==> src/rtl/rvsteel_spi_sequencer.sv <==
// rvsteel_spi_sequencer: runs whole multi-byte SPI transactions on rvsteel_spi
// over its memory-mapped slave port (CPOL/CPHA/DIV/CS config, TX/RX streaming).
// Ports: clock/reset, cmd_* command handshake, tx_*/rx_* byte streams,
// busy/done/error status, rw_address/write_*/read_* bus master side.
// Optional: `RVSTEEL_SPI_SEQ_CS_HOLD_EN adds cmd_hold (skip CS release).
`timescale 1ns/1ps
module rvsteel_spi_sequencer #(
  parameter logic [31:0] SPI_BASE_ADDRESS = 32'h90000000
) (
  input  logic        clock,
  input  logic        reset,
  input  logic        cmd_valid,
  output logic        cmd_ready,
  input  logic        cmd_cpol,
  input  logic        cmd_cpha,
  input  logic [7:0]  cmd_div,
  input  logic [7:0]  cmd_cs,
  input  logic [7:0]  cmd_len,
`ifdef RVSTEEL_SPI_SEQ_CS_HOLD_EN
  input  logic        cmd_hold,
`endif
  input  logic [7:0]  tx_data,
  input  logic        tx_valid,
  output logic        tx_ready,
  output logic [7:0]  rx_data,
  output logic        rx_valid,
  input  logic        rx_ready,
  output logic        busy,
  output logic        done,
  output logic        error,
  output logic [31:0] rw_address,
  output logic [31:0] write_data,
  output logic [3:0]  write_strobe,
  output logic        write_request,
  input  logic        write_response,
  output logic        read_request,
  input  logic [31:0] read_data,
  input  logic        read_response
);

  localparam logic [3:0] S_IDLE      = 4'd0;
  localparam logic [3:0] S_CFG_CPOL  = 4'd1;
  localparam logic [3:0] S_CFG_CPHA  = 4'd2;
  localparam logic [3:0] S_CFG_DIV   = 4'd3;
  localparam logic [3:0] S_CFG_CS    = 4'd4;
  localparam logic [3:0] S_GET_TX    = 4'd5;
  localparam logic [3:0] S_WR_TX     = 4'd6;
  localparam logic [3:0] S_POLL_BUSY = 4'd7;
  localparam logic [3:0] S_POLL_DONE = 4'd8;
  localparam logic [3:0] S_RD_RX     = 4'd9;
  localparam logic [3:0] S_PUSH_RX   = 4'd10;
  localparam logic [3:0] S_RELEASE   = 4'd11;
  localparam logic [3:0] S_FINISH    = 4'd12;

  localparam logic [4:0] OFF_CPOL   = 5'h00;
  localparam logic [4:0] OFF_CPHA   = 5'h04;
  localparam logic [4:0] OFF_CS     = 5'h08;
  localparam logic [4:0] OFF_DIV    = 5'h0C;
  localparam logic [4:0] OFF_TX     = 5'h10;
  localparam logic [4:0] OFF_RX     = 5'h14;
  localparam logic [4:0] OFF_STATUS = 5'h18;

  logic [3:0] r_state;
  // 0 = ISSUE (request high one cycle), 1 = WAIT (for response)
  logic       r_phase;
  // keeps cmd_ready low until the first cycle after reset release
  logic       r_live;
  logic       r_cpol;
  logic       r_cpha;
  logic [7:0] r_div;
  logic [7:0] r_cs;
  logic [7:0] r_cnt;
  logic [7:0] r_tx;
  logic [7:0] r_rx;
  logic       r_error;

  logic       w_is_wr;
  logic       w_is_rd;
  logic       w_bus;
  logic       w_resp;
  logic [4:0] w_off;
  logic [7:0] w_wdat;
  logic [3:0] w_next;
  logic       w_hold;
  logic       w_unused_rd;

`ifdef RVSTEEL_SPI_SEQ_CS_HOLD_EN
  logic r_hold;
  assign w_hold = r_hold;
`else
  assign w_hold = 1'b0;
`endif

  always_comb begin
    w_is_wr = 1'b0;
    w_is_rd = 1'b0;
    w_off   = 5'h00;
    w_wdat  = 8'h00;
    w_next  = S_IDLE;
    case (r_state)
      S_CFG_CPOL: begin
        w_is_wr = 1'b1;
        w_off   = OFF_CPOL;
        w_wdat  = {7'b0, r_cpol};
        w_next  = S_CFG_CPHA;
      end
      S_CFG_CPHA: begin
        w_is_wr = 1'b1;
        w_off   = OFF_CPHA;
        w_wdat  = {7'b0, r_cpha};
        w_next  = S_CFG_DIV;
      end
      S_CFG_DIV: begin
        w_is_wr = 1'b1;
        w_off   = OFF_DIV;
        w_wdat  = r_div;
        w_next  = S_CFG_CS;
      end
      S_CFG_CS: begin
        w_is_wr = 1'b1;
        w_off   = OFF_CS;
        w_wdat  = r_cs;
        w_next  = S_GET_TX;
      end
      S_WR_TX: begin
        w_is_wr = 1'b1;
        w_off   = OFF_TX;
        w_wdat  = r_tx;
        w_next  = S_POLL_BUSY;
      end
      // STATUS lags the TX write, so first wait for busy to show up
      S_POLL_BUSY: begin
        w_is_rd = 1'b1;
        w_off   = OFF_STATUS;
        w_next  = read_data[0] ? S_POLL_DONE : S_POLL_BUSY;
      end
      S_POLL_DONE: begin
        w_is_rd = 1'b1;
        w_off   = OFF_STATUS;
        w_next  = read_data[0] ? S_POLL_DONE : S_RD_RX;
      end
      S_RD_RX: begin
        w_is_rd = 1'b1;
        w_off   = OFF_RX;
        w_next  = S_PUSH_RX;
      end
      S_RELEASE: begin
        w_is_wr = 1'b1;
        w_off   = OFF_CS;
        w_wdat  = 8'hFF;
        w_next  = S_FINISH;
      end
      default: ;
    endcase
  end

  assign w_bus  = w_is_wr | w_is_rd;
  assign w_resp = (w_is_wr & write_response) |
                  (w_is_rd & read_response);
  assign w_unused_rd = ^read_data[31:8];

  assign write_request = w_is_wr & ~r_phase;
  assign read_request  = w_is_rd & ~r_phase;
  assign write_strobe  = write_request ? 4'hF : 4'h0;
  assign write_data    = {24'b0, w_wdat};
  assign rw_address    = w_bus ?
    SPI_BASE_ADDRESS + {27'b0, w_off} : 32'h0;

  assign cmd_ready = r_live & (r_state == S_IDLE);
  assign busy      = (r_state != S_IDLE) &
                     (r_state != S_FINISH);
  assign done      = (r_state == S_FINISH);
  assign error     = r_error;
  assign tx_ready  = (r_state == S_GET_TX);
  assign rx_valid  = (r_state == S_PUSH_RX);
  assign rx_data   = r_rx;

  always_ff @(posedge clock or posedge reset) begin
    if (reset) begin
      r_state <= S_IDLE;
      r_phase <= 1'b0;
      r_live  <= 1'b0;
      r_cpol  <= 1'b0;
      r_cpha  <= 1'b0;
      r_div   <= 8'h00;
      r_cs    <= 8'h00;
      r_cnt   <= 8'h00;
      r_tx    <= 8'h00;
      r_rx    <= 8'h00;
      r_error <= 1'b0;
`ifdef RVSTEEL_SPI_SEQ_CS_HOLD_EN
      r_hold  <= 1'b0;
`endif
    end else begin
      r_live  <= 1'b1;
      r_error <= 1'b0;
      case (r_state)
        S_IDLE: begin
          if (r_live && cmd_valid) begin
            // CS index 0xFF would mean "deselect": reject without bus traffic
            if (cmd_cs == 8'hFF) begin
              r_error <= 1'b1;
            end else begin
              r_cpol  <= cmd_cpol;
              r_cpha  <= cmd_cpha;
              r_div   <= cmd_div;
              r_cs    <= cmd_cs;
              r_cnt   <= cmd_len;
`ifdef RVSTEEL_SPI_SEQ_CS_HOLD_EN
              r_hold  <= cmd_hold;
`endif
              r_phase <= 1'b0;
              r_state <= S_CFG_CPOL;
            end
          end
        end
        S_GET_TX: begin
          if (tx_valid) begin
            r_tx    <= tx_data;
            r_phase <= 1'b0;
            r_state <= S_WR_TX;
          end
        end
        S_PUSH_RX: begin
          if (rx_ready) begin
            if (r_cnt == 8'h00) begin
              r_state <= w_hold ? S_FINISH : S_RELEASE;
            end else begin
              r_cnt   <= r_cnt - 8'd1;
              r_state <= S_GET_TX;
            end
            r_phase <= 1'b0;
          end
        end
        S_FINISH: begin
          r_state <= S_IDLE;
        end
        default: begin
          if (w_bus) begin
            if (!r_phase) begin
              r_phase <= 1'b1;
            end else if (w_resp) begin
              r_phase <= 1'b0;
              r_state <= w_next;
              if (r_state == S_RD_RX)
                r_rx <= read_data[7:0];
            end
          end else begin
            r_state <= S_IDLE;
          end
        end
      endcase
    end
  end

endmodule
==> config.mk <==
export PLATFORM = sky130hd
export DESIGN_NAME = rvsteel_spi_sequencer
export DESIGN_NICKNAME = d
export VERILOG_FILES = /design/src/rtl/rvsteel_spi_sequencer.sv
export SDC_FILE = /design/constraint.sdc
export NUM_CORES = 1
export LEC_CHECK = 0
export ABC_AREA = 0
export CAP_MARGIN = 15
export CORE_MARGIN = 2
export CORE_UTILIZATION = 30
export DETAILED_ROUTE_END_ITERATION = 8
export SLEW_MARGIN = 20
export SYNTH_ARGS = -nofsm -noshare
export SYNTH_HDL_FRONTEND = slang
export SYNTH_SLANG_ARGS = --single-unit
==> constraint.sdc <==
create_clock -name clock -period 3.32 [get_ports clock]
set_input_delay 0.332 -clock clock [delete_from_list [all_inputs] [get_ports clock]]
set_output_delay 0.332 -clock clock [all_outputs]
set_load 0.02 [all_outputs]
==> results of run 1 <==
==> through the flow <==
stage / utilization / area (um^2) / total power (uW) / setup WS [ns]
after floorplan: - / 3340 / 2470 / 0.880
after global placement: 0.373 / 3830 / 2980 / 0.566
after detailed placement: 0.373 / 3830 / 3010 / 0.510
after CTS: 0.382 / 3930 / 3400 / 0.154
after global routing: 0.383 / 3930 / 3620 / 0.174
final: 0.383 / 3930 / 3380 / 0.379
==> cell type report <==
cell class,instances,area (um^2)
fill,1054,6340
multi-input combinational,239,1570
timing repair buffer,84,833
inverter,9,35.0
sequential,49,1230
clock inverter,2,13.8
clock buffer,6,82.6
tap,136,170
==> cells in the final DEF (no fill, tap or decap), types with 2 or more instances in the layout <==
cell type,count
conb_1,52
o21ai_0,14
dfrtp_1,48
mux2i_1,9
a211oi_1,2
clkbuf_8,6
a22o_1,3
nor3_1,6
a221o_1,2
buf_4,3
inv_1,7
a21oi_1,15
nor2b_1,2
nand2b_1,6
o211ai_1,2
nor2_1,15
clkdlybuf4s50_1,81
nand3_1,7
mux2_2,36
or2_2,2
clkinv_2,2
o22ai_1,10
ha_1,2
nand2_1,20
nand4_1,6
and2_1,3
==> power breakdown <==
part | total, uW | switching, uW | internal, uW
clock network | 373 | 204 | 169
registers | 1120 | 252 | 869
logic | 1880 | 962 | 922
==> metal layers <==
metal  GRT usage  wire length [um]  vias to the layer above
met5           0                 0                        -
met4      0.0297                63                        0
met2       0.207              3360                      107
met1       0.160              3200                     1195
li1            -                 -                     1151
met3      0.0392               592                        8
==> what timing repair did <==
| item | in CTS | in global routing |
|---|---|---|
| gates resized for setup | 0 | 1 |
| setup endpoints to repair | 0 | 2 |
| hold endpoints to repair | 0 | 0 |
==> flip-flops by register name, indices dropped and copies added, names as in the netlist <==
name	count
r_cnt	8
r_cs	8
r_div	8
r_tx	8
rx_data	8
r_state	4
error	1
r_cpha	1
r_cpol	1
r_live	1
r_phase	1
==> logic make-up (layout without fill, tap and decap cells) <==
group / Yosys count / after routing
DFF: 49 / 49
other: 2 / 52
muxes: 46 / 46
buffers and inverters: 81 / 101
AOI/OAI and AO/OA: 62 / 62
adders and majority gates: 2 / 2
and+or+nand+nor: 76 / 76
xor gates and xnor gates: 1 / 1
==> final timing paths <==
check                           startpoint        endpoint  slack [ns]  cells past startpoint
min in group clock                r_cnt[6]        r_cnt[6]        0.51                      1
worst min register to register    r_cnt[6]        r_cnt[6]        0.51                      1
max in group asynchronous            reset      r_state[2]        2.28                      2
worst max-delay path            r_state[0]  rw_address[31]        0.38                      4
worst min-delay path                 reset      rx_data[1]        0.49                      2
worst max register to register  r_state[0]        r_cnt[3]        0.70                      6
==> worst max-delay path, delay by kind of cell, from the launching register on <==
kind | cells | cell delay [ns]
DFF | 1 | 0.83
buffers and inverters | 1 | 0.67
and+or+nand+nor | 1 | 0.39
AOI/OAI and AO/OA | 2 | 0.42
==> reports/metrics.yaml, run 1 <==
timing:
  fin_setup_tns_ns: 0
  min_period_ns: 2.94
  finalSetupViolations: 0
  max_slew_margin: 0.431
  clock.fmax_mhz: 340
  finalHoldViolCount: 0
  worst_pin_slew_ns: 0.852
  rsz0062_at_grt: "false"
  hold_ws_ns: 0.488
  finClkSkew_ns: 0.00706
  finalCritPeriodShare: 0.886
  report.final.slew_viol_count: 0
routing:
  vias: 2461
  wl_per_cell_um: 13.8
  drtPass1Iterations: 4
  via_per_inst: 4.69
  routed_wl_um: 7230
  initialDrtViolationCount: 112
  ant_nets: 0
  drc_errors: 0
power_and_ir_drop:
  vdd_drop_max_mv: 0.475
  p_leak_uw: 0.00167
  powerDensity_nw_per_um2: 859
global_route:
  overflow: 0
  grt_pass1_wl_um: 11400
  track_usage: 0.125
  grt_pass1_vias: 2335
  grt_max_degree: 50
  antenna_found_initial: 0
clock_tree:
  cts_buffer_depth: 2
  cts_buffers: 5
  cts_tree: "built"
  cts.root.buffer_cell: "clkbuf_8"
  postCtsSetupRepairBufs: 0
  cts_hold_buffers: 0
  cts_sinks: 49
  htree_levels: 2
  path_clk_slew_ns: 0.09
  insertion_delay_ns: 0.30
logic_synthesis:
  yosysMostFrequentCell: "buf_4"
  ys_types: 52
  ys_ff_latch: 49
  yosysSeqAreaShare: 0.389
  synth_area_leaders: "dfrtp_1, buf_4, mux2_2"
  yosys.area.top_type: "dfrtp_1"
  synth_xor_xnor_area_share: 0.00278
  synth.top_cell.area_share: 0.389
  synth_edf_count: 0
  synth_ff_type: "dfrtp_1"
  synth_compound_area_frac: 0.130
  syn-cell-area_um2: 3150
  yosys.area_share.simple: 0.134
  synth_top_family_by_area: "buffers and inverters"
  synthAdderAreaFrac: 0.00793
  muxShareOfSynthArea: 0.161
  ys_top_cells_by_count: "buf_4, dfrtp_1, mux2_2"
  synthArstFlopShare: 1.00
  syn_avg_cell_area_um2: 9.89
  yosysWarnings: 0
  synth_cells: 319
setup_path:
  worstPathRequired_ns: 2.99
  arrival_ns: 2.61
  cp_cell_sequence: "nand4bb_4, o31ai_1, a21oi_1, clkdlybuf4s50_1"
  cp-start-kind: "flop"
  crit_type: "reg2out"
  slowest_delay_ns: 0.83
  critPathSlowestCell: "dfrtp_1"
  crit_path_end_kind: "output pin"
  crit_path_max_fanout: 24
finish:
  nNetsFinal: 463
  diodes: 0
  layout-drive-gt1-share: 0.157
  syn_to_final_growth_pct: 24.7
  final_cell_count_no_fill: 525
worst_hold_path:
  min-delay-path-class: "in2async"
floorplan:
  start_util: 0.307
  die_height_um: 107
  placementRows: 37
  dieArea_um2: 11400
  fp.coreArea_um2: 10300
  die_w_um: 107
  ios: 157
run:
  max_cap_viol_count: 0
placed_design:
  gp_congestion: 0.834
  dp.cells: 517
  port-buffer-count: 81
  place_hpwl_um: 5390
run_status:
  status: "finished, final reports clean"
Power figures use the tool's default switching activity.
==> run 2: changes to the inputs <==
--- a/config.mk
+++ b/config.mk
@@ -7,8 +7,8 @@
 export LEC_CHECK = 0
 export ABC_AREA = 0
 export CAP_MARGIN = 15
-export CORE_MARGIN = 2
 export CORE_UTILIZATION = 30
+export CTS_CLUSTER_DIAMETER = 200
 export DETAILED_ROUTE_END_ITERATION = 8
 export SLEW_MARGIN = 20
 export SYNTH_ARGS = -nofsm -noshare
==> run 2 against run 1 <==
  * Worst hold slack got worse by 0.0037 ns
  * Power rose by 1.6%
  * Flip-flop and latch count did not move
  * Global-route usage rose by 0.36 points
  * Combinational power barely moved
  * Cell count fell by 0.19%
  * Clock power rose by 20%
  * Largest cell class unchanged
  * Largest power group unchanged
==> reports/metrics.yaml, run 2 (synthesized netlist as in run 1, its figures left out) <==
global_route:
  overflow: 0  # unchanged
  grt_pass1_wl_um: 11300  # -0.73%
  antenna_found_initial: 0  # unchanged
  grt_pass1_vias: 2297  # -1.6%
  grt_max_degree: 50  # unchanged
  track_usage: 0.129  # +0.00363
power_and_ir_drop:
  comb_power_share: 0.541  # -0.017
  switching_power_uw: 1410  # -0.90%
  swShare: 0.410  # -0.0102
  seqPwrFrac: 0.328  # -0.004
  vdd_drop_max_mv: 0.428  # -9.8%
  p_leak_uw: 0.00168  # +0.13%
  powerDensity_nw_per_um2: 869  # +1.2%
  internal-power_uw: 2030  # +3.4%
  p_clk_frac: 0.131  # +0.021
placed_design:
  port-buffer-count: 81  # unchanged
  placed_area_um2: 3830  # -0.20%
  gp_congestion: 0.819  # -1.8%
  dp.cells: 516  # -0.19%
  pre_cts_ws_ns: 0.540  # +0.0295 ns
  place_hpwl_um: 5200  # -3.6%
setup_path:
  crit_path_max_fanout: 18  # -25%
  arrival_ns: 2.77  # +0.16 ns
  cp-start-kind: "flop"
  crit_path_end_kind: "output pin"
  crit_type: "reg2out"
  reg2reg_depth: 6  # unchanged
  worstPathRequired_ns: 2.99  # about the same
routing:
  routed_wl_um: 6960  # -3.6%
  ant_nets: 0  # unchanged
  initialDrtViolationCount: 129  # +15%
  drtPass1Iterations: 4  # unchanged
  vias: 2388  # -3.0%
  drc_errors: 0  # unchanged
  wl_per_cell_um: 13.3  # -3.4%
  via_per_inst: 4.56  # -2.8%
clock_tree:
  path_clk_slew_ns: 0.09  # about the same
  htree_levels: 2  # unchanged
  cts_sinks: 49  # unchanged
  cts_hold_buffers: 0  # unchanged
  cts_resized: 0  # unchanged
  cts_tree: "built"
  cts_buffer_depth: 2  # unchanged
  postCtsSetupRepairBufs: 0  # unchanged
  insertion_delay_ns: 0.30  # about the same
  cts.root.buffer_cell: "clkbuf_8"
  cts_buffers: 5  # unchanged
finish:
  diodes: 0  # unchanged
  layout-drive-gt1-share: 0.152  # -0.00475
  syn_to_final_growth_pct: 25.1
  layout_commonest_cell: "clkdlybuf4s50_1"
  final_cell_count_no_fill: 524  # -0.19%
  n_fill_cell: 1024  # -2.8%
  stdcell_area_um2: 3950  # +0.38%
  nNetsFinal: 462  # -0.22%
  most-common-layout-cells: "clkdlybuf4s50_1, conb_1, dfrtp_1"
floorplan:
  fp.coreArea_um2: 10300  # unchanged
  die_w_um: 105  # -1.9%
  placementRows: 37  # unchanged
  die_height_um: 105  # -1.9%
  dieArea_um2: 10900  # -3.7%
  start_util: 0.307  # unchanged
  ios: 157  # unchanged
worst_hold_path:
  min-delay-path-class: "in2async"
timing:
  finalHoldViolCount: 0  # unchanged
  fin_setup_tns_ns: 0  # unchanged
  finalCritPeriodShare: 0.935  # +0.0489
  max_slew_margin: 0.423  # -0.00790
  finClkSkew_ns: 0.00487  # -0.00219 ns
  rsz0062_at_grt: "false"
  fin_ws_ns: 0.217  # -0.162 ns
  worst_pin_slew_ns: 0.865  # +0.0128 ns
  clock.fmax_mhz: 322  # -5.2%
  report.final.slew_viol_count: 0  # unchanged
  min_period_ns: 3.10  # +0.162 ns
  finalSetupViolations: 0  # unchanged
run:
  max_cap_viol_count: 0  # unchanged
run_status:
  status: "finished, final reports clean"
## run 2: cell types whose count changed in the layout (fill, tap and decap cells not counted)
cell        before  now
buf_4            3    2
bufinv_16        0    1
clkinv_2         2    1
clkinv_4         1    0
clkinvlp_4       0    1
dfrtp_1         48   49
dfrtp_2          1    0
## run 2: per-layer routing
layer	global-route usage	share of wire	vias up
met5	0	0	-
met4	0.0316	0.0065	0
met3	0.0381	0.076	4
met2	0.212	0.47	109
met1	0.165	0.45	1124
li1	-	-	1151
## run 2: path summary, 6_finish.rpt
check                           slack, ns        from         end
worst max-delay path                 0.22  r_state[2]        done
worst min-delay path                 0.48       reset  rx_data[2]
worst max register to register       0.73  r_state[0]    r_cnt[3]
worst min register to register       0.51     r_cs[0]     r_cs[0]
max in group asynchronous            2.31       reset  r_state[1]
min in group clock                   0.51     r_cs[0]     r_cs[0]
## run 2: power by group through the flow
stage	clock, uW	sequential [uW]	combinational (uW)
finish	448	1130	1860
global placement	0	1120	1850
global route	488	1170	2020
CTS	464	1120	1870
detailed placement	0	1140	1870
floorplan	0	1040	1420
## run 2: critical path, stage by stage, from the launching register on
cell and delay [ns]:
dfrtp_1 0.78, clkinv_1 0.44, nor4_1 0.54, clkdlybuf4s50_1 0.72
## run 2: layout make-up
cell class                      count  area [um^2]  area share
Clock inverter                      2         37.5     0.00951
Multi-Input combinational cell    239         1570       0.398
Tap cell                          136          170      0.0431
Timing Repair Buffer               83          826       0.209
Inverter                            9         35.0     0.00887
Clock buffer                        6         82.6      0.0209
Sequential cell                    49         1230       0.311
## run 2: through the flow
step | total power (uW) | hold slack [ns] | utilization
final | 3430 | 0.484 | 0.384
after global routing | 3670 | 0.521 | 0.384
after CTS | 3460 | 0.513 | 0.384
after detailed placement | 3000 | 0.492 | 0.372
after global placement | 2970 | 0.488 | 0.372
after floorplan | 2470 | 0.459 | -
==> run 3: changes to the inputs <==
--- a/config.mk
+++ b/config.mk
@@ -10,6 +10,7 @@
 export CORE_UTILIZATION = 30
 export CTS_CLUSTER_DIAMETER = 200
 export DETAILED_ROUTE_END_ITERATION = 8
+export PLACE_DENSITY = 0.65
 export SLEW_MARGIN = 20
 export SYNTH_ARGS = -nofsm -noshare
 export SYNTH_HDL_FRONTEND = slang
==> constraint.sdc (replaced) <==
create_clock -name clock -period 2.74 [get_ports clock]
set_input_delay 0.274 -clock clock [delete_from_list [all_inputs] [get_ports clock]]
set_output_delay 0.274 -clock clock [all_outputs]
set_load 0.02 [all_outputs]
==> run 3 against run 2 <==
  * Cell area up 2.0%
  * Wire length up 2.8%
  * Highest routed layer unchanged
  * Critical endpoint is now write_data[0]
  * Clock power up 18%
  * Register-to-register slack worse by 0.21 ns
==> reports/metrics.yaml, run 3 (synthesized netlist as in run 1, its figures left out) <==
finish:
  n_fill_cell: 1017  # -0.68%
  multi_input_area_um2: 1570  # unchanged
  seqCellArea_um2: 1230  # +0.31%
  stdcell_area_um2: 4030  # +2.0%
  most-common-layout-cells: "clkdlybuf4s50_1, conb_1, dfrtp_1"
  diodes: 0  # unchanged
  final_cell_count_no_fill: 535  # +2.1%
  syn_to_final_growth_pct: 27.6
  layout-drive-gt1-share: 0.183  # +0.0309
  layout_commonest_cell: "clkdlybuf4s50_1"
  nNetsFinal: 473  # +2.4%
clock_tree:
  postCtsSetupRepairBufs: 0  # unchanged
  cts_buffers: 5  # unchanged
  cts_hold_buffers: 0  # unchanged
  cts_tree: "built"
  htree_levels: 2  # unchanged
  cts_sinks: 49  # unchanged
  cts.root.buffer_cell: "clkbuf_8"
  cts_buffer_depth: 2  # unchanged
  path_clk_slew_ns: 0.10  # about the same
  insertion_delay_ns: 0.31  # about the same
setup_path:
  cp-start-kind: "flop"
  crit_type: "reg2out"
  worstPathRequired_ns: 2.47  # -0.52 ns
  crit_path_end_kind: "output pin"
  r2r_start: "r_state[3]"
  crit_path_max_fanout: 15  # -3
  startpoint: "r_state[1]"
  arrival_ns: 2.30  # -0.47 ns
global_route:
  overflow: 0  # unchanged
  antenna_found_initial: 0  # unchanged
  grt_pass1_vias: 2413  # +5.1%
  track_usage: 0.130  # +0.00138
  grt_pass1_wl_um: 11400  # +0.73%
  grt_max_degree: 24  # -52%
timing:
  finalHoldViolCount: 0  # unchanged
  report.final.slew_viol_count: 0  # unchanged
  rsz0062_at_grt: "false"
  fin_setup_tns_ns: 0  # unchanged
  clock.fmax_mhz: 388
  worst_pin_slew_ns: 0.622  # -0.243 ns
  finalSetupViolations: 0  # unchanged
  finClkSkew_ns: 0.0159  # +0.0110 ns
  max_slew_margin: 0.585  # +0.161
  finalCritPeriodShare: 0.940
  min_period_ns: 2.58
routing:
  ant_nets: 0  # unchanged
  drtPass1Iterations: 4  # unchanged
  vias: 2513  # +5.2%
  drc_errors: 0  # unchanged
  initialDrtViolationCount: 78  # -40%
  wl_per_cell_um: 13.4  # +0.66%
  via_per_inst: 4.70  # +3.1%
  routed_wl_um: 7160  # +2.8%
power_and_ir_drop:
  p_leak_uw: 0.00173  # +3.2%
  power_uw: 4230  # +23%
  powerDensity_nw_per_um2: 1050  # +21%
  vdd_drop_max_mv: 0.544  # +27%
placed_design:
  dp.cells: 527  # +2.1%
  placed_area_um2: 3910  # +2.2%
  place_hpwl_um: 5550  # +6.8%
  port-buffer-count: 81  # unchanged
  gp_congestion: 0.844  # +3.1%
run:
  max_cap_viol_count: 0  # unchanged
worst_hold_path:
  min-delay-path-class: "in2async"
floorplan:
  start_util: 0.307  # unchanged
  fp.coreArea_um2: 10300  # unchanged
  die_w_um: 105  # unchanged
  dieArea_um2: 10900  # unchanged
  die_height_um: 105  # unchanged
  placementRows: 37  # unchanged
  ios: 157  # unchanged
run_status:
  status: "finished, final reports clean"
-- run 3: through the flow --
step | setup WS [ns] | hold slack [ns] | utilization
2_1_floorplan | 0.358 | 0.401 | -
3_3_place_gp | 0.430 | 0.488 | 0.380
3_5_place_dp | 0.406 | 0.493 | 0.380
4_1_cts | 0.0636 | 0.247 | 0.391
5_1_grt | 0.0367 | 0.265 | 0.392
6_report | 0.163 | 0.240 | 0.392
-- run 3: final timing paths --
| kind | to | slack [ns] | cells past startpoint |
|---|---|---|---|
| setup / recovery | write_data[0] | 0.16 | 7 |
| hold / removal | r_div[6] | 0.24 | 2 |
| setup reg to reg | r_cnt[3] | 0.52 | 6 |
| hold reg to reg | r_cs[0] | 0.51 | 1 |
| max in group asynchronous | r_state[0] | 1.88 | 3 |
| min in group clock | r_cs[0] | 0.51 | 1 |
-- run 3: what timing repair did --
action | 4_1_cts | 5_1_grt
setup endpoints to repair | 0 | 10
gates resized for setup | 0 | 3
hold endpoints to repair | 0 | 0
-- run 3: routing by layer --
metal  wire, um  global-route usage
met3        482              0.0356
met5          0                   0
met4        103              0.0337
met2       3520               0.233
met1       3050               0.153
-- run 3: cell type report --
cell class / instances / area share
clock buffers: 5 / 0.0171
clock inverters: 3 / 0.0109
inverters: 9 / 0.00839
multi-input cells: 239 / 0.390
flip-flops and latches: 49 / 0.306
well taps: 136 / 0.0423
repair buffers: 94 / 0.226
-- run 3: power by group --
part,switching (uW),leakage [uW],internal [uW]
Sequential,286,0.000606,1060
Clock,256,0.0000585,274
Combinational,1190,0.00106,1170
-- run 3: critical path, cell delays in order (launching register included) --
cell and delay (ns):
dfrtp_2 0.53, buf_4 0.24, nor2b_1 0.20, a22oi_1 0.10, nor2_1 0.10, a21oi_1 0.05
o22ai_1 0.16, clkdlybuf4s50_1 0.63
==> variant 1, RTL diff (settings of run 1) <==
Put one more register stage on the output `error`, cleared by the reset. The value now appears one clock later. The other outputs are not delayed to match.
--- a/src/rtl/rvsteel_spi_sequencer.sv
+++ b/src/rtl/rvsteel_spi_sequencer.sv
@@ -170,7 +170,13 @@
   assign busy      = (r_state != S_IDLE) &
                      (r_state != S_FINISH);
   assign done      = (r_state == S_FINISH);
-  assign error     = r_error;
+  always_ff @(posedge clock or posedge reset) begin
+    if (reset) begin
+      error <= '0;
+    end else begin
+      error <= r_error;
+    end
+  end
   assign tx_ready  = (r_state == S_GET_TX);
   assign rx_valid  = (r_state == S_PUSH_RX);
   assign rx_data   = r_rx;
Behaviour: not the same (Yosys sat finds a counterexample within 4 cycles, from zero or initial values and one cycle with reset high).
==> variant 1 against run 1 <==
  * Sequential cell count grew 1
  * Area after synthesis grew 0.79%
  * Setup slack gained 1.0 ps
  * Power grew 1.2%
  * Die area grew 0.76%
  * Highest routed layer unchanged
  * Critical endpoint is now rw_address[28]
  * Wire length grew 0.64%
  * Register-to-register slack is essentially flat
  * Design area grew 1.0%
  * Synthesized cell count grew 0.31%
  * Largest power group unchanged
  * Critical path type unchanged
==> variant 1: results (changes against run 1) <==
- Status: finished, final reports clean (unchanged)
- Yosys Warn Count: 0 (unchanged)
- Xor/xnor cell area share of the yosys netlist: 0.00275 (was 0.00278)
- Reg clk slew, reported paths: 100 ps
- Final WL: 7270 µm (was 7230 µm)
- Synth Area in Adders: 0.00787 (was 0.00793)
- LEAKAGE: 1.69 nW (was 1.67 nW)
- Synth Area in Compound Gates: 0.129 (was 0.130)
- Fmax: 0.340 GHz (about the same)
- Worst-Margin Slew: 887 ps (was 852 ps)
- Post_cts resized: 0 (unchanged)
- First-pass GRT wire length: 11700 µm (was 11400 µm)
- Flop2flop setup slack: 700 ps (about the same)
- RD Place Congestion: 0.788 (was 0.834)
- Comb pwr share: 0.541 (was 0.558)
- Mux cell area share after synthesis: 0.159 (was 0.161)
- Synth area leaders: dfrtp_1 39%, buf_4 14%, mux2_2 13%, mux2i_1 2.8%, a21oi_1 2.4% (was dfrtp_1 39%, buf_4 14%, mux2_2 13%, mux2i_1 2.9%, a21oi_1 2.4%)
- Peak VDD IR: 432 µV (was 475 µV)
- Post-synthesis sequential area ratio: 0.394 (was 0.389)
- Clk_lat worst skew: 310 ps
- Finished Layout Cells: 526 (was 525)
- Most frequently used flop master after synthesis: dfrtp_1 (unchanged)
- Detail Placement HPWL: 5500 µm (was 5390 µm)
- Fin Clk Skew: 7.62 ps (was 7.06 ps)
- Max stage delay on crit path: 840 ps
- Proportion of layout cells with a drive suffix above 1: 0.154 (was 0.157)
- CP Capture Point: rw_address[28] (was rw_address[31])
- Final antenna diode count: 0 (unchanged)
- Clk network pwr share: 0.129 (was 0.110)
- Largest net degree at the start of global routing: 51 (was 50)
- Net Sw Power: 1.41 mW (was 1.42 mW)
- H-tree depth: 2 (unchanged)
- Placement-stage worst setup slack: 687 ps (was 510 ps)
- DR iter-0 viols: 126 (was 112)
- Leading cell types by count after synthesis: 58 x buf_4, 50 x dfrtp_1, 36 x mux2_2 (was 58 x buf_4, 49 x dfrtp_1, 36 x mux2_2)
- Crit path kind: register to output pin (unchanged)
- Initial DRT Pass Iterations: 6 (was 4)
- Async SR Flop Fraction: 1.00 (unchanged)
- R2R Path End: r_cnt[3] (unchanged)
- Clk sinks: 50 (was 49)
- Setup bufs post-CTS: 0 (unchanged)
- GR Util All Layers: 0.130 (was 0.125)
- Hold crit path type: register to register (was primary input to async pin)
- CP top delay family: flip-flops (unchanged)
- Vias in the first global route: 2427 (was 2335)
- Cells after Synth: 320 (was 319)
- Critical Path AT: 2610 ps (about the same)
- Nets: 464 (was 463)
- Fill cell count: 1016 (was 1054)
- Vias per Instance: 4.74 (was 4.69)
- Dpl cells: 518 (was 517)
[variant 1: layer usage]
| layer | vias up | track usage | wire (µm) |
|---|---|---|---|
| met1 | 1185 | 0.161 | 3060 |
| met5 | - | 0 | 0 |
| li1 | 1161 | - | - |
| met2 | 135 | 0.217 | 3530 |
| met3 | 10 | 0.0371 | 598 |
| met4 | 0 | 0.0408 | 89 |
[variant 1: worst min path at each step]
| stage | startpoint | cells after the start | slack, ps | to |
|---|---|---|---|---|
| floorplan | r_error | 0 | 330 | error |
| global placement | r_error | 0 | 340 | error |
| detailed placement | r_error | 0 | 340 | error |
| CTS | r_error | 0 | 360 | error |
| global route | r_error | 0 | 370 | error |
| finish | r_error | 0 | 360 | error |
[variant 1: worst reg2reg max path, stage by stage, from the launching register on]
cell and delay [ps]:
dfrtp_1 840, nand4bb_4 390, inv_1 240, nand2b_1 240
o2111a_2 430, o21ai_0 140, a22o_1 250
[variant 1: metrics by stage]
stage	total power [mW]	cell area [µm²]
finish	3.42	3970
global route	3.67	3970
CTS	3.45	3970
detailed placement	3.00	3860
global placement	2.95	3860
floorplan	2.48	3370
[variant 1: cells by family (layout without fill, tap and decap cells)]
logic type,after synthesis,after routing
buffers and inverters,81,101
and+or+nand+nor,76,76
AOI/OAI and AO/OA,62,62
DFF,50,50
muxes,46,46
adders and majority gates,2,2
other,2,52
xor gates and xnor gates,1,1
[variant 1: area by class of cell]
class / count / area, µm² / area share
multi-input cells: 239 / 1570 / 0.395
flip-flops and latches: 50 / 1250 / 0.315
repair buffers: 84 / 833 / 0.210
well taps: 136 / 170 / 0.0428
clock buffers: 5 / 68.8 / 0.0173
clock inverters: 3 / 45.0 / 0.0113
inverters: 9 / 35.0 / 0.00882
==> variant 2, RTL diff (settings of run 1) <==
Made on the original files. The option `RVSTEEL_SPI_SEQ_CS_HOLD_EN` is turned on by a define.
--- a/src/rtl/rvsteel_spi_sequencer.sv
+++ b/src/rtl/rvsteel_spi_sequencer.sv
@@ -4,6 +4,8 @@
 // busy/done/error status, rw_address/write_*/read_* bus master side.
 // Optional: `RVSTEEL_SPI_SEQ_CS_HOLD_EN adds cmd_hold (skip CS release).
 `timescale 1ns/1ps
+`define RVSTEEL_SPI_SEQ_CS_HOLD_EN
+
 module rvsteel_spi_sequencer #(
   parameter logic [31:0] SPI_BASE_ADDRESS = 32'h90000000
 ) (
Ports: changed (added cmd_hold); port bits go from 157 to 158. The function was not compared with the original's and may differ.
==> variant 2 against run 1 <==
  * Setup slack better by 15 ps
  * Power fell by 11%
  * Die area is 3.5% higher
  * Design area rose by 4.0%
  * Count of clock-buffer cells in the layout is 1 higher
  * First-iteration DRC count grew 120%
  * Area after synthesis increased by 3.6%
  * Sequential cell count is 1 higher
  * Clock skew is 3.2 ps lower
  * Wire length up 6.2%
  * Hold slack improved by 13 ps
  * Critical path type unchanged
  * Critical endpoint is now write_data[4]
  * Largest cell class unchanged
==> variant 2: results (changes against run 1) <==
- Cell Area, Placed: 4000 µm² (was 3830 µm²)
- Critical Path AT: 2590 ps (was 2610 ps)
- WL/cell: 14.3 µm (was 13.8 µm)
- CP top delay family: flip-flops (unchanged)
- Xor/xnor cell area share of the yosys netlist: 0.00268 (was 0.00278)
- Yosys Warn Count: 0 (unchanged)
- WL met1: 3340 µm (was 3200 µm)
- CTS Buf Count: 5 (unchanged)
- GR Util All Layers: 0.132 (was 0.125)
- Post_cts resized: 0 (unchanged)
- Synth Area in Compound Gates: 0.124 (was 0.130)
- GR Overflow Total: 0 (unchanged)
- Worst-Margin Slew: 889 ps (was 852 ps)
- Met1 Use GR: 0.172 (was 0.160)
- H-tree depth: 2 (unchanged)
- Via count: 2511 (was 2461)
- TNS Setup: 0 ps (unchanged)
- Avg Inst Size Synth: 10.2 µm² (was 9.89 µm²)
- Pwr/cell area: 732 nW/µm² (was 859 nW/µm²)
- Hold crit path type: primary input to async pin (unchanged)
- Post-synthesis sequential area ratio: 0.383 (was 0.389)
- Fin Clk Skew: 3.83 ps (was 7.06 ps)
- Dpl cells: 529 (was 517)
- Status: finished, final reports clean (unchanged)
- CTS Buffer Depth: 2 (unchanged)
- RD Place Congestion: 0.787 (was 0.834)
- Vias in the first global route: 2399 (was 2335)
- First-pass GRT wire length: 12300 µm (was 11400 µm)
- Placement-stage worst setup slack: 751 ps (was 510 ps)
- Synth area leaders: dfrtp_1 38%, buf_4 13%, mux2_4 8.3%, mux2_1 3.8%, mux2i_1 2.8% (was dfrtp_1 39%, buf_4 14%, mux2_2 13%, mux2i_1 2.9%, a21oi_1 2.4%)
- Mux cell area share after synthesis: 0.176 (was 0.161)
- Vias per Instance: 4.68 (was 4.69)
- Setup bufs post-CTS: 0 (unchanged)
- Async SR Flop Fraction: 1.00 (unchanged)
- Slowest-stage cell, CP: dfrtp_1 (unchanged)
- Leading cell types by count after synthesis: 58 x buf_4, 50 x dfrtp_1, 24 x nor2_1 (was 58 x buf_4, 49 x dfrtp_1, 36 x mux2_2)
- Peak VDD IR: 377 µV (was 475 µV)
- Wire length on met2: 3790 µm (was 3360 µm)
- Final antenna diode count: 0 (unchanged)
- Met3 Usage GRT: 0.0307 (was 0.0392)
- Port Buffers: 82 (was 81)
- LEAKAGE: 1.83 nW (was 1.67 nW)
- Top-count cell post-synth: buf_4 (unchanged)
- Detail Placement HPWL: 5680 µm (was 5390 µm)
- Clock network power: 0.376 mW
- Net Sw Power: 1.22 mW (was 1.42 mW)
- Max stage delay on crit path: 810 ps (was 830 ps)
- Synth Area in Adders: 0.00383 (was 0.00793)
- Nets: 471 (was 463)
- Proportion of layout cells with a drive suffix above 1: 0.134 (was 0.157)
- Post-synth cell types: 58 (was 52)
- Seq group: 1.10 mW
- DR iter-0 viols: 250 (was 112)
- Largest net degree at the start of global routing: 51 (was 50)
- GR Util met2: 0.225 (was 0.207)
- DR WL met3: 490 µm (was 592 µm)
- Crit Path Max Fanout: 22 (was 24)
==> variant 2: changes by cell type after synthesis, moves of 4 or more <==
cell     before  now
mux2_2       36    8
mux2_4        0   18
mux2_1        1   11
nor2_1       15   24
o21ai_0      14    5
o21ai_1       0    7
nand2_1      20   14
a21oi_1      15   10
nor3_1        6    2
nor4_1        1    5
==> variant 2: path summary, 6_finish.rpt <==
path                            start             to  slack [ps]  cells past startpoint
min reg2reg                  r_div[6]       r_div[6]         500                      1
min in group clock           r_div[6]       r_div[6]         500                      1
max                        r_state[2]  write_data[4]         390                      4
min                             reset       r_div[0]         500                      2
max in group asynchronous       reset     r_state[3]        2290                      2
max reg2reg                r_state[2]     r_state[1]         790                      7
==> variant 2: layout make-up <==
type,instances,area (µm²)
Clock inverter,1,5.00
Timing Repair Buffer,88,866
Inverter,10,38.8
Multi-Input combinational cell,241,1670
Clock buffer,7,86.3
Sequential cell,50,1250
Fill cell,1078,6660
Tap cell,140,175
